## src/rtl/iodelay_tap_sequencer_pkg.sv

```systemverilog
// ---------------------------------------------------------------------------
// iodelay_pkg
// Shared types for the IODELAY tap sequencer:
//   - iodelay_tap_state_e : sequencer FSM states
//   - iodelay_tap_done_s  : completion record {lane, tap, mismatch, abort}
// The done record is sized from the package default geometry
// (iodelay_lanes_c lanes, iodelay_tap_width_c-bit taps). The sequencer's
// parameters default to the same values.
// ---------------------------------------------------------------------------
package iodelay_pkg;

    localparam int unsigned iodelay_lanes_c      = 4;
    localparam int unsigned iodelay_tap_width_c  = 5;
    localparam int unsigned iodelay_lane_width_c = $clog2(iodelay_lanes_c);

    typedef enum logic [2:0] {
        eWaitRdy = 3'd0,
        eIdle    = 3'd1,
        eLoad    = 3'd2,
        eSettle  = 3'd3,
        eCheck   = 3'd4
    } iodelay_tap_state_e;

    typedef struct packed {
        logic [iodelay_lane_width_c-1:0] lane;
        logic [iodelay_tap_width_c-1:0]  tap;
        logic                            mismatch;
        logic                            abort;
    } iodelay_tap_done_s;

endpackage

```

## src/rtl/iodelay_tap_sequencer_arb.sv

```systemverilog
// ---------------------------------------------------------------------------
// bsg_arb_round_robin
// Round-robin arbiter. Grants the first requester at or after the pointer
// (wrapping). The pointer advances to (granted lane + 1) mod width_p only
// when the grant is consumed (yumi), so an unconsumed grant leaves the
// priority order untouched.
// Ports:
//   clk, rst_n : clock, asynchronous active-low reset (pointer -> 0)
//   reqs       : request vector
//   yumi       : the current grant is taken this cycle
//   grants     : one-hot grant (combinational)
//   valid      : some request is granted
//   tag        : index of the granted requester
// ---------------------------------------------------------------------------
module bsg_arb_round_robin #(
    parameter int unsigned width_p = 4
) (
    input  logic                 clk,
    input  logic                 rst_n,
    input  logic [width_p-1:0]   reqs,
    input  logic                 yumi,
    output logic [width_p-1:0]   grants,
    output logic                 valid,
    output logic [((width_p > 1) ? $clog2(width_p) : 1)-1:0] tag
);

    localparam int unsigned lg_lp = (width_p > 1) ? $clog2(width_p) : 1;
    localparam logic [width_p-1:0] one_hot0_lp = {{(width_p-1){1'b0}}, 1'b1};
    localparam logic [lg_lp-1:0]   last_lp     = lg_lp'(width_p - 1);

    logic [lg_lp-1:0] ptr_r;
    logic [lg_lp-1:0] tag_s;
    logic             found_s;

    // Priority search starting at the pointer, wrapping past the top lane.
    always_comb begin
        found_s = 1'b0;
        tag_s   = {lg_lp{1'b0}};
        for (int i = 0; i < int'(width_p); i++) begin
            int idx;
            idx = int'(ptr_r) + i;
            if (idx >= int'(width_p)) begin
                idx = idx - int'(width_p);
            end else begin
                idx = idx;
            end
            if (!found_s && reqs[idx]) begin
                found_s = 1'b1;
                tag_s   = lg_lp'(idx);
            end else begin
                found_s = found_s;
            end
        end
    end

    assign valid  = found_s;
    assign tag    = tag_s;
    assign grants = found_s ? (one_hot0_lp << tag_s) : {width_p{1'b0}};

    // Pointer moves past the consumed grant.
    always_ff @(posedge clk or negedge rst_n) begin
        if (!rst_n) begin
            ptr_r <= {lg_lp{1'b0}};
        end else if (yumi && found_s) begin
            ptr_r <= (tag_s == last_lp) ? {lg_lp{1'b0}} : (tag_s + lg_lp'(1));
        end else begin
            ptr_r <= ptr_r;
        end
    end

endmodule

```

## src/rtl/iodelay_tap_sequencer.sv

```systemverilog
// ---------------------------------------------------------------------------
// iodelay_tap_sequencer
// Loads tap values into a bank of IDELAYE2 (VAR_LOAD) elements through one
// shared CNTVALUEIN bus. Requesters are served round-robin, only while the
// synchronized IDELAYCTRL RDY is high; each LD pulse is followed by a
// settle window and a one-cycle check/completion step.
//
// Configuration macro: IODELAY_TAP_READBACK_EN
//   defined   : done_mismatch_o compares CNTVALUEOUT of the loaded lane
//               against the loaded tap in the check cycle.
//   undefined : cntvalueout_i is ignored, done_mismatch_o is 0. Latency is
//               identical in both builds.
//
// Ports:
//   clk_i, reset_n_i   : IODELAY reference clock, async active-low reset
//   ctrl_rdy_i         : IDELAYCTRL RDY (asynchronous, 2-flop synchronized)
//   req_v_i/req_tap_i  : per-lane request valid and tap (lane k = slice k)
//   req_ready_o        : per-lane accept (combinational, at most one high)
//   ld_o, cntvaluein_o : IDELAYE2 LD strobes and shared CNTVALUEIN
//   cntvalueout_i      : per-lane CNTVALUEOUT readback
//   busy_o             : high whenever the sequencer is not idle
//   done_*_o           : one-cycle completion/abort report
// ---------------------------------------------------------------------------
module iodelay_tap_sequencer
    import iodelay_pkg::*;
#(
    parameter int unsigned lanes_p         = iodelay_lanes_c,
    parameter int unsigned tap_width_p     = iodelay_tap_width_c,
    parameter int unsigned settle_cycles_p = 8
) (
    input  logic                           clk_i,
    input  logic                           reset_n_i,
    input  logic                           ctrl_rdy_i,
    input  logic [lanes_p-1:0]             req_v_i,
    input  logic [lanes_p*tap_width_p-1:0] req_tap_i,
    output logic [lanes_p-1:0]             req_ready_o,
    output logic [lanes_p-1:0]             ld_o,
    output logic [tap_width_p-1:0]         cntvaluein_o,
    input  logic [lanes_p*tap_width_p-1:0] cntvalueout_i,
    output logic                           busy_o,
    output logic                           done_v_o,
    output logic [$clog2(lanes_p)-1:0]     done_lane_o,
    output logic [tap_width_p-1:0]         done_tap_o,
    output logic                           done_mismatch_o,
    output logic                           done_abort_o
);

    localparam int unsigned lane_w_lp = $clog2(lanes_p);
    localparam int unsigned cnt_w_lp  = (settle_cycles_p > 1) ? $clog2(settle_cycles_p) : 1;
    localparam logic [cnt_w_lp-1:0] settle_init_lp = cnt_w_lp'(settle_cycles_p - 1);
    localparam logic [lanes_p-1:0]  one_hot0_lp    = {{(lanes_p-1){1'b0}}, 1'b1};

    iodelay_tap_state_e state_r, state_s;

    logic                   rdy_meta_r;
    logic                   rdy_sync_r;
    logic [cnt_w_lp-1:0]    cnt_r, cnt_s;
    logic [lane_w_lp-1:0]   lane_r, lane_s;
    logic [tap_width_p-1:0] tap_r, tap_s;
    logic                   busy_r;

    logic                   accept_s;
    logic                   abort_s;
    logic                   complete_s;
    logic                   mismatch_raw_s;
    logic [lanes_p-1:0]     arb_grants_s;
    logic                   arb_v_s;
    logic [lane_w_lp-1:0]   arb_tag_s;
    iodelay_tap_done_s      done_s;

    bsg_arb_round_robin #(
        .width_p (lanes_p)
    ) u_arb (
        .clk    (clk_i),
        .rst_n  (reset_n_i),
        .reqs   (req_v_i),
        .yumi   (accept_s),
        .grants (arb_grants_s),
        .valid  (arb_v_s),
        .tag    (arb_tag_s)
    );

`ifdef IODELAY_TAP_READBACK_EN
    logic [tap_width_p-1:0] readback_s;
    assign readback_s     = cntvalueout_i[lane_r*tap_width_p +: tap_width_p];
    assign mismatch_raw_s = (readback_s != tap_r);
`else
    logic unused_readback_s;
    assign unused_readback_s = ^cntvalueout_i;
    assign mismatch_raw_s    = 1'b0;
`endif

    // Two-flop synchronizer for the asynchronous IDELAYCTRL RDY.
    always_ff @(posedge clk_i or negedge reset_n_i) begin
        if (!reset_n_i) begin
            rdy_meta_r <= 1'b0;
            rdy_sync_r <= 1'b0;
        end else begin
            rdy_meta_r <= ctrl_rdy_i;
            rdy_sync_r <= rdy_meta_r;
        end
    end

    // FSM state, settle counter, latched request and busy flag.
    always_ff @(posedge clk_i or negedge reset_n_i) begin
        if (!reset_n_i) begin
            state_r <= eWaitRdy;
            cnt_r   <= {cnt_w_lp{1'b0}};
            lane_r  <= {lane_w_lp{1'b0}};
            tap_r   <= {tap_width_p{1'b0}};
            busy_r  <= 1'b0;
        end else begin
            state_r <= state_s;
            cnt_r   <= cnt_s;
            lane_r  <= lane_s;
            tap_r   <= tap_s;
            busy_r  <= (state_s != eIdle);
        end
    end

    // Next-state logic; a RDY drop during an operation aborts it.
    always_comb begin
        state_s    = state_r;
        cnt_s      = cnt_r;
        lane_s     = lane_r;
        tap_s      = tap_r;
        accept_s   = 1'b0;
        abort_s    = 1'b0;
        complete_s = 1'b0;
        case (state_r)
            eWaitRdy: begin
                if (rdy_sync_r) begin
                    state_s = eIdle;
                end else begin
                    state_s = eWaitRdy;
                end
            end
            eIdle: begin
                if (!rdy_sync_r) begin
                    state_s = eWaitRdy;
                end else if (arb_v_s) begin
                    accept_s = 1'b1;
                    lane_s   = arb_tag_s;
                    tap_s    = req_tap_i[arb_tag_s*tap_width_p +: tap_width_p];
                    state_s  = eLoad;
                end else begin
                    state_s = eIdle;
                end
            end
            eLoad: begin
                if (!rdy_sync_r) begin
                    abort_s = 1'b1;
                    cnt_s   = {cnt_w_lp{1'b0}};
                    state_s = eWaitRdy;
                end else begin
                    cnt_s   = settle_init_lp;
                    state_s = eSettle;
                end
            end
            eSettle: begin
                if (!rdy_sync_r) begin
                    abort_s = 1'b1;
                    cnt_s   = {cnt_w_lp{1'b0}};
                    state_s = eWaitRdy;
                end else if (cnt_r == {cnt_w_lp{1'b0}}) begin
                    state_s = eCheck;
                end else begin
                    cnt_s   = cnt_r - cnt_w_lp'(1);
                    state_s = eSettle;
                end
            end
            eCheck: begin
                if (!rdy_sync_r) begin
                    abort_s = 1'b1;
                    state_s = eWaitRdy;
                end else begin
                    complete_s = 1'b1;
                    state_s    = eIdle;
                end
            end
            default: begin
                state_s = eWaitRdy;
            end
        endcase
    end

    // Output decode from registered state; ld is suppressed in a RDY-drop cycle.
    always_comb begin
        if (accept_s) begin
            req_ready_o = arb_grants_s;
        end else begin
            req_ready_o = {lanes_p{1'b0}};
        end

        if ((state_r == eLoad) && rdy_sync_r) begin
            ld_o = one_hot0_lp << lane_r;
        end else begin
            ld_o = {lanes_p{1'b0}};
        end

        if (state_r == eWaitRdy) begin
            cntvaluein_o = {tap_width_p{1'b0}};
        end else begin
            cntvaluein_o = tap_r;
        end

        if (abort_s || complete_s) begin
            done_s.lane     = lane_r;
            done_s.tap      = tap_r;
            done_s.mismatch = complete_s & mismatch_raw_s;
            done_s.abort    = abort_s;
        end else begin
            done_s = '{default: 1'b0};
        end
    end

    assign busy_o          = busy_r;
    assign done_v_o        = abort_s | complete_s;
    assign done_lane_o     = done_s.lane;
    assign done_tap_o      = done_s.tap;
    assign done_mismatch_o = done_s.mismatch;
    assign done_abort_o    = done_s.abort;

endmodule

```

## config.mk

```make
export PLATFORM = sky130hd
export DESIGN_NAME = iodelay_tap_sequencer
export DESIGN_NICKNAME = d
export VERILOG_FILES = /design/src/rtl/iodelay_tap_sequencer_pkg.sv /design/src/rtl/iodelay_tap_sequencer_arb.sv /design/src/rtl/iodelay_tap_sequencer.sv
export SDC_FILE = /design/constraint.sdc
export NUM_CORES = 1
export LEC_CHECK = 0
export CORE_MARGIN = 2
export CORE_UTILIZATION = 30
export CTS_CLUSTER_DIAMETER = 120
export DETAILED_ROUTE_END_ITERATION = 6
export PLACE_DENSITY = 0.7
export SYNTH_ARGS = -nofsm -noshare
export SYNTH_HDL_FRONTEND = slang
export SYNTH_SLANG_ARGS = --single-unit
export TNS_END_PERCENT = 50
```

## constraint.sdc

```tcl
create_clock -name clk_i -period 5.7 [get_ports clk_i]
set_input_delay 1.71 -clock clk_i [delete_from_list [all_inputs] [get_ports clk_i]]
set_output_delay 1.71 -clock clk_i [all_outputs]
set_load 0.05 [all_outputs]
```

Word level (Yosys, flattened, before mapping). Index checks and enable logic that the tools add are counted.

Input bits: 47. Output and inout bits: 24. Bits in registers: 18.

Shift operators: 3. Muxes and demuxes: 48. Reduce and logical (&&, ||, !) cells: 16. Order comparisons: 8. $mul: 1. Add/sub/neg operators: 9. Equality and inequality tests: 7. Bitwise operators: 1.

Operators by type and width (number): $lt 32x4->1 const B (4); $mux 32 (4); $ge 32x4->1 const B (3); $sub 32x4->32 const B (3); $mux 1 (20); $shiftx 20x6->5 (1); $mux 2 (8); $mux 3 (5); $mux 4 (3); $pmux 3 s4 (1); $mux 9 (1); $bmux 1 s2 (4); $shl 1x2->4 const A (2); $add 2x2->3 const B (2); $eq 3x2->1 const B (2); $logic_not 3->1 (2); $pmux 3 s2 (1); $logic_and 1x1->1 (5); $mul 2x3->5 const B (1); $mux 5 (1); $sub 2x3->4 const B (1); $add 2x1->3 const B (1); $eq 3x1->1 const B (1); $eq 3x3->1 const B (1); 14 further kinds (16).

Depth between registers and ports, before layout. Gate-level depths: netlist of the first run.

Word-level depth: 19. Mapped depth: 8.

Modules after synthesis. Synthesis of the first run repeated with hierarchy kept, for this count alone.

Cell total of the unflattened synthesis: 119. Area, all modules: 1246.2 sq um.

Modules (own cells, without submodules): iodelay_tap_sequencer (area an instance 983.4 sq um, cells each 89, times used 1, sequential area each 400.4 sq um); bsg_arb_round_robin (area an instance 262.8 sq um, cells each 30, times used 1, sequential area each 50.0 sq um).

Worst setup path after synthesis of the first run. No wires, ideal clock.

Kind: in2out. Start point: in req_v_i[0]. End point: out req_ready_o[3]. Cell stages on the path: 7. Path buffers: 1. Data arrival time: 3.383 ns. Path slack: 0.607 ns. Data required time: 3.990 ns. Path through: nor2b_1 > a211o_1 > a21oi_4 > buf_8 > ha_1 > inv_1 > nor2_1.

Elaborated cells on any way between the ends: 32.

RTL lines: start: declaration (RTL line iodelay_tap_sequencer.sv:34) `input logic [lanes_p-1:0] req_v_i,`; $bmux 1 s2 (RTL line iodelay_tap_sequencer_arb.sv:47) `if (!found_s && reqs[idx]) begin`; $mux 1 (implied by the code) (2 in a row) (RTL line iodelay_tap_sequencer_arb.sv:47); $mux 1 (RTL line iodelay_tap_sequencer_arb.sv:47); $logic_not 1->1 (RTL line iodelay_tap_sequencer_arb.sv:47); $logic_and 1x1->1 (RTL line iodelay_tap_sequencer_arb.sv:47); $mux 1 (RTL line iodelay_tap_sequencer_arb.sv:47); $logic_not 1->1 (RTL line iodelay_tap_sequencer_arb.sv:47); $logic_and 1x1->1 (RTL line iodelay_tap_sequencer_arb.sv:47); $mux 1 (RTL line iodelay_tap_sequencer_arb.sv:47); $logic_not 1->1 (RTL line iodelay_tap_sequencer_arb.sv:47); $logic_and 1x1->1 (RTL line iodelay_tap_sequencer_arb.sv:47); $mux 2 (*) (RTL line iodelay_tap_sequencer_arb.sv:47); net arb_tag_s[0] (RTL line iodelay_tap_sequencer.sv:68) `logic [lane_w_lp-1:0] arb_tag_s;`; $shl 1x2->4 (*) (RTL line iodelay_tap_sequencer_arb.sv:58) `assign grants = found_s ? (one_hot0_lp << tag_s) : {width_p{1'b0}};`; $mux 4 (*) (RTL line iodelay_tap_sequencer_arb.sv:58); $mux 4 (*) (RTL line iodelay_tap_sequencer.sv:189) `if (accept_s) begin`; end: declaration (RTL line iodelay_tap_sequencer.sv:36) `output logic [lanes_p-1:0] req_ready_o,`.

Mark *: on every way through the listed nets, which the timed path passes. The rest lies on a longest branch. The select of a mux whose other input is x is not followed.

Worst setup path in the final report of the first run.
Start point: in req_v_i[0]. End point: out req_ready_o[3].

Longest elaborated chain between the ends: 17. Elaborated cells on any way between the ends: 32.

RTL lines: $bmux 1 s2 (RTL line iodelay_tap_sequencer_arb.sv:47); $mux 1 (implied by the code) (2 in a row) (RTL line iodelay_tap_sequencer_arb.sv:47); $mux 1 (RTL line iodelay_tap_sequencer_arb.sv:47); $logic_not 1->1 (RTL line iodelay_tap_sequencer_arb.sv:47); $logic_and 1x1->1 (RTL line iodelay_tap_sequencer_arb.sv:47); $mux 1 (RTL line iodelay_tap_sequencer_arb.sv:47); $logic_not 1->1 (RTL line iodelay_tap_sequencer_arb.sv:47); $logic_and 1x1->1 (RTL line iodelay_tap_sequencer_arb.sv:47); $mux 1 (RTL line iodelay_tap_sequencer_arb.sv:47); $logic_not 1->1 (RTL line iodelay_tap_sequencer_arb.sv:47); $logic_and 1x1->1 (RTL line iodelay_tap_sequencer_arb.sv:47); $mux 1 (RTL line iodelay_tap_sequencer_arb.sv:47); $mux 1 (RTL line iodelay_tap_sequencer.sv:141) `end else if (arb_v_s) begin`; $mux 1 (RTL line iodelay_tap_sequencer.sv:139) `if (!rdy_sync_r) begin`; $mux 1 (RTL line iodelay_tap_sequencer.sv:130) `case (state_r)`; $mux 4 (*) (RTL line iodelay_tap_sequencer.sv:189).

Every way passes the cells marked *; elsewhere a longest branch is shown, timed or not. The select of a mux whose other input is x is not followed.

==> metrics.cfg, run 1 <==
[synth]
synth_seq_area_share_pct = 37.1
synth_cell_types = 39
synth.avg_cell_area_um2 = 9.06
yosys-top-cells-area = dfrtp_1 37%, mux2i_1 8.2%, nor2b_1 7.2%, ha_1 6.2%, nor2_1 4.3%
synth_most_common_cell = dfrtp_1
ys_warn_count = 0
synth_seq_cells = 18
syn-num-nets = 187
synthDominantCellAreaShare_pct = 37.1
syn_area_um2 = 1210
async_reset_ff_share_pct = 100
synth.largest_area_cell = dfrtp_1
synth_cells = 134
synth_edf_count = 0
synth_ff_type = dfrtp_1
synthTopCellsByCount = 18 x dfrtp_1, 14 x nor2_1, 14 x nor2b_1

[drt]
drcViolationCount = 0
ant_nets = 0
wl_per_cell_um = 12.0
num_vias = 1090
vias_per_cell = 4.66
dr.pass1.iters = 4
drt-initial-drc-count = 68
routed_wl_um = 2800

[sta]
period_needed_ns = 5.15
skew_ns = 0.00112
rsz0062_at_grt = no
fmax_mhz = 194
holdWs_ns = 0.354
slew_headroom_pct = 45.1
finalCritPeriodShare_pct = 90.4
worstMarginPinSlew_ns = 0.822
finalHoldViolations = 0
finalMaxSlewViolations = 0
setup_viol = 0
tns_ns = 0

[clock_tree]
postCtsResizedCells = 0
cts_tree = yes
clk_path_buf_depth = 2
htree_levels = 1
cts_buffers = 3
cts_root_buffer = clkbuf_8
clock_latency_ns = 0.25
clock_sinks = 18
cts.clk_slew.worst_paths_ns = 0.07
cts.hold.buffers_added = 0
cts_setup_buffers = 0

[setup_path]
crit_path_end = req_ready_o[3]
rr_endpoint = tap_r[4]
rrSetupSlack_ns = 3.95
worst_r2r_path_depth = 6
cp-startpoint = req_v_i[0]
worst_setup_path_end_kind = primary output
cp-start-kind = input port
worstPathArrival_ns = 3.44
r2r-start = u_arb.ptr_r[0]
cp.required_ns = 3.99
path_class = input port to primary output
worstPathMaxFanout = 5

[power]
ir_worst_vdd_uv = 157
power.density_nw_per_um2 = 398
leakage_nw = 0.788

[flow_run]
maxCapViolCount = 0

[die]
start_util_pct = 30.8
die_w_um = 67.6
rows = 23
core-area_um2 = 3940
die_h_um = 67.6
pin_count = 71
fp.dieArea_um2 = 4570

[finish]
final_layout_size_suffix_gt1_share_pct = 9.24
fin_area_um2 = 1820
area.growth.synth_to_final_pct = 49.7
n_antenna_cell = 0
nets = 238

[grt]
grt_max_degree = 19
grt_pass1_vias = 972
grt-ovfl-total = 0
grt_pass1_wl_um = 4530
antenna_found_initial = 0
grt_util_all_layers_pct = 13.3

[worst_hold_path]
worstHoldPathType = flip-flop to flip-flop

[place]
port_buffers = 49
dp_hpwl_um = 2190
dpl_cell_area_um2 = 1760
globalplace.congestion = 0.790

[status]
status = complete, no violations

==> metrics by stage <==
step / util (%) / setup slack (ns) / power (mW) / instances
after global routing: 46.1 / 0.437 / 0.781 / 234
final: 46.1 / 0.547 / 0.723 / 234
after global placement: 44.7 / 0.549 / 0.616 / 230
after detailed placement: 44.7 / 0.563 / 0.622 / 230
after floorplan: - / 0.607 / 0.510 / 134
after CTS: 46.1 / 0.546 / 0.730 / 234
==> layout make-up <==
cell class / instances / area [um^2]
clock buffers: 4 / 55.1
fillers: 390 / 2130
inverters: 12 / 45.0
multi-input cells: 99 / 683
flip-flops and latches: 18 / 450
well taps: 50 / 62.6
repair buffers: 51 / 520
==> where the power goes <==
group / switching (mW) / leakage, nW / internal, mW
logic: 0.228 / 0.537 / 0.169
registers: 0.0447 / 0.222 / 0.174
clock network: 0.0463 / 0.0288 / 0.0614
==> state kept, by name, summed over array words and instances (netlist names) <==
signal / cells
tap_r: 5
cnt_r: 3
state_r: 3
lane_r: 2
u_arb.ptr_r: 2
busy_o: 1
rdy_meta_r: 1
rdy_sync_r: 1
==> critical path: stages <==
cell	delay [ns]
clkdlybuf4s50_1	0.44
nor2b_1	0.17
a211o_1	0.30
a21oi_4	0.22
ha_1	0.20
inv_1	0.04
nor2_1	0.19
buf_12	0.17
==> logic make-up (layout without fill, tap and decap cells) <==
logic type / after synthesis / after routing / share of synthesized area, %
adder cells (fa/ha/maj): 6 / 6 / 6.19
AO/OA/AOI/OAI: 24 / 24 / 15.5
AND/OR/NAND/NOR: 57 / 57 / 25.2
multiplexers: 11 / 11 / 9.18
flip-flops: 18 / 18 / 37.1
buffers and inverters: 17 / 67 / 6.60
other: 1 / 1 / 0.309
==> layout by cell type (no fill, tap or decap), drive strengths merged, types with 2 or more instances in the layout <==
| cell type | n |
|---|---|
| o21ai | 5 |
| nor2 | 14 |
| nor2b | 14 |
| a21oi | 4 |
| dfrtp | 18 |
| inv | 12 |
| ha | 6 |
| nand2 | 13 |
| clkdlybuf4s50 | 45 |
| nand3 | 2 |
| nand2b | 3 |
| clkbuf | 4 |
| nand3b | 2 |
| buf | 6 |
| o21a | 3 |
| mux2i | 10 |
| o221ai | 6 |
==> worst min-delay path by stage <==
stage / startpoint / end / cells after the start
after floorplan: rdy_meta_r / rdy_sync_r / 0
after global placement: rdy_meta_r / rdy_sync_r / 0
after detailed placement: rdy_meta_r / rdy_sync_r / 0
after CTS: rdy_meta_r / rdy_sync_r / 0
after global routing: rdy_meta_r / rdy_sync_r / 0
final: rdy_meta_r / rdy_sync_r / 0
==> per-layer routing <==
layer	wire [um]	track usage, %	vias up
li1	-	-	555
met1	1260	17.0	511
met2	1390	21.7	22
met3	129	3.67	2
met4	24	3.83	0
met5	0	0	-
Note: power is estimated with default switching activity, not from simulation.
==> run 2: changes to the inputs <==
clock period = 6.5 ns   (was 5.7 ns; I/O delays follow)
==> run 2 against run 1 <==
  * Sequential share of layout area grew 0.10 points
  * Routed wire length fell by 1.1%
  * Critical path depth did not move
  * Clock skew increased by 0.0024 ns
  * Global-route usage decreased by 0.73 points
  * Combinational power fell by 13%
  * Clock power decreased by 16%
  * Core utilization is 0.19 points lower
  * Flip-flop and latch count unchanged
  * Clock-buffer cell count stayed put
  * Via count fell by 2.5%
  * Critical endpoint unchanged
  * Largest power group unchanged
==> metrics.cfg, run 2 (same netlist as run 1, synthesis figures left out) <==
[worst_hold_path]
worstHoldPathType = flip-flop to flip-flop

[power]
ir_worst_vdd_uv = 123  ; -22%
total_power_mw = 0.629  ; -13%
leakage_nw = 0.784  ; -0.55%
power.density_nw_per_um2 = 348  ; -13%

[sta]
setup_slack_ns = 0.877  ; +0.330 ns
tns_ns = 0  ; unchanged
finalHoldViolations = 0  ; unchanged
period_needed_ns = 5.62
fmax_mhz = 178
skew_ns = 0.00356  ; +0.00244 ns
finalCritPeriodShare_pct = 86.5
worstMarginPinSlew_ns = 0.801  ; -0.0203 ns
setup_viol = 0  ; unchanged
finalMaxSlewViolations = 0  ; unchanged
slew_headroom_pct = 46.4  ; +1.4 points
rsz0062_at_grt = no

[finish]
final_common_cell = clkdlybuf4s50_1
nFillCells = 390  ; unchanged
nets = 237  ; -0.42%
fin_area_um2 = 1810  ; -0.41%
area.growth.synth_to_final_pct = 49.1
final_cell_mix = 45 x clkdlybuf4s50_1, 18 x dfrtp_1, 14 x nor2b_1, 14 x nor2_1, 13 x nand2_1
top_regs = tap_r x5, cnt_r x3, state_r x3
top_register = tap_r
final_layout_size_suffix_gt1_share_pct = 8.74  ; -0.50 points
n_antenna_cell = 0  ; unchanged
largest_reg_flops = 5  ; unchanged
fin_util_pct = 45.9  ; -0.19 points

[clock_tree]
clk_path_buf_depth = 2  ; unchanged
postCtsResizedCells = 0  ; unchanged
cts_tree = yes
clock_sinks = 18  ; unchanged
cts_root_buffer = clkbuf_8
cts_buffers = 3  ; unchanged
htree_levels = 1  ; unchanged
cts.hold.buffers_added = 0  ; unchanged
clock_latency_ns = 0.25  ; about the same
cts_setup_buffers = 0  ; unchanged
cts.clk_slew.worst_paths_ns = 0.07  ; about the same

[die]
rows = 23  ; unchanged
die_h_um = 67.6  ; unchanged
core-area_um2 = 3940  ; unchanged
start_util_pct = 30.8  ; unchanged
pin_count = 71  ; unchanged
die_w_um = 67.6  ; unchanged
fp.dieArea_um2 = 4570  ; unchanged

[drt]
drcViolationCount = 0  ; unchanged
routed_wl_um = 2770  ; -1.1%
vias_per_cell = 4.56  ; -2.1%
dr.pass1.iters = 4  ; unchanged
drt-initial-drc-count = 32  ; -53%
wl_per_cell_um = 11.9  ; -0.68%
num_vias = 1063  ; -2.5%
ant_nets = 0  ; unchanged

[setup_path]
path_class = input port to primary output
worstPathArrival_ns = 3.67  ; +0.23 ns
rrSetupSlack_ns = 4.71  ; +0.76 ns
worst_setup_path_end_kind = primary output
cp-start-kind = input port
worstPathMaxFanout = 5  ; unchanged
cp.required_ns = 4.55  ; +0.56 ns

[grt]
grt_pass1_wl_um = 4400  ; -2.7%
grt-ovfl-total = 0  ; unchanged
grt_max_degree = 19  ; unchanged
grt_util_all_layers_pct = 12.6  ; -0.73 points
grt_pass1_vias = 987  ; +1.5%
antenna_found_initial = 0  ; unchanged

[status]
status = complete, no violations

[place]
dpl_cell_area_um2 = 1750  ; -0.43%
globalplace.congestion = 0.770  ; -2.5%
place_ws_ns = 0.858  ; +0.295 ns
port_buffers = 49  ; unchanged
dp_hpwl_um = 2190  ; +0.39%

[flow_run]
maxCapViolCount = 0  ; unchanged

-- run 2: cell count changes in the layout (fill, tap and decap cells not counted), sizes merged --
cell	before	now
buf	6	5
-- run 2: path summary, 6_finish.rpt --
kind / start / end / cells past startpoint
min in group asynchronous: reset_n_i / cnt_r[1] / 1
max in group asynchronous: reset_n_i / u_arb.ptr_r[1] / 1
min: rdy_meta_r / rdy_sync_r / 0
max reg2reg: state_r[1] / tap_r[0] / 4
max: req_v_i[0] / req_ready_o[3] / 8
min reg2reg: rdy_meta_r / rdy_sync_r / 0
-- run 2: power breakdown --
part           switching, mW  internal (mW)  total (mW)  leakage [nW]
clock network         0.0375         0.0537      0.0912        0.0288
logic                  0.200          0.147       0.347         0.533
registers             0.0381          0.153       0.191         0.222
total                  0.276          0.353       0.629         0.784
-- run 2: stage by stage --
step	instances	hold WS, ns
after global routing	233	0.370
after CTS	233	0.353
after detailed placement	229	0.336
after global placement	229	0.334
after floorplan	134	0.331
final	233	0.350
-- run 2: layout make-up --
type | instances | area, um^2 | area share (%)
multi-input combinational | 99 | 683 | 37.8
timing repair buffer | 50 | 513 | 28.4
sequential | 18 | 450 | 24.9
inverter | 12 | 45.0 | 2.49
clock buffer | 4 | 55.1 | 3.04
tap | 50 | 62.6 | 3.46
-- run 2: routing by layer --
| metal | vias up | global-route usage, % | wire length [um] |
|---|---|---|---|
| li1 | 553 | - | - |
| met1 | 491 | 16.3 | 1250 |
| met2 | 17 | 21.2 | 1420 |
| met3 | 2 | 2.50 | 97 |
| met4 | 0 | 3.06 | 8 |
| met5 | - | 0 | 0 |
-- run 2: worst max-delay path, cell delays in order --
cell	delay (ns)
clkdlybuf4s50_1	0.44
nor2b_1	0.16
a211o_1	0.30
a21oi_4	0.22
ha_1	0.20
inv_1	0.04
nor2_1	0.18
buf_12	0.17
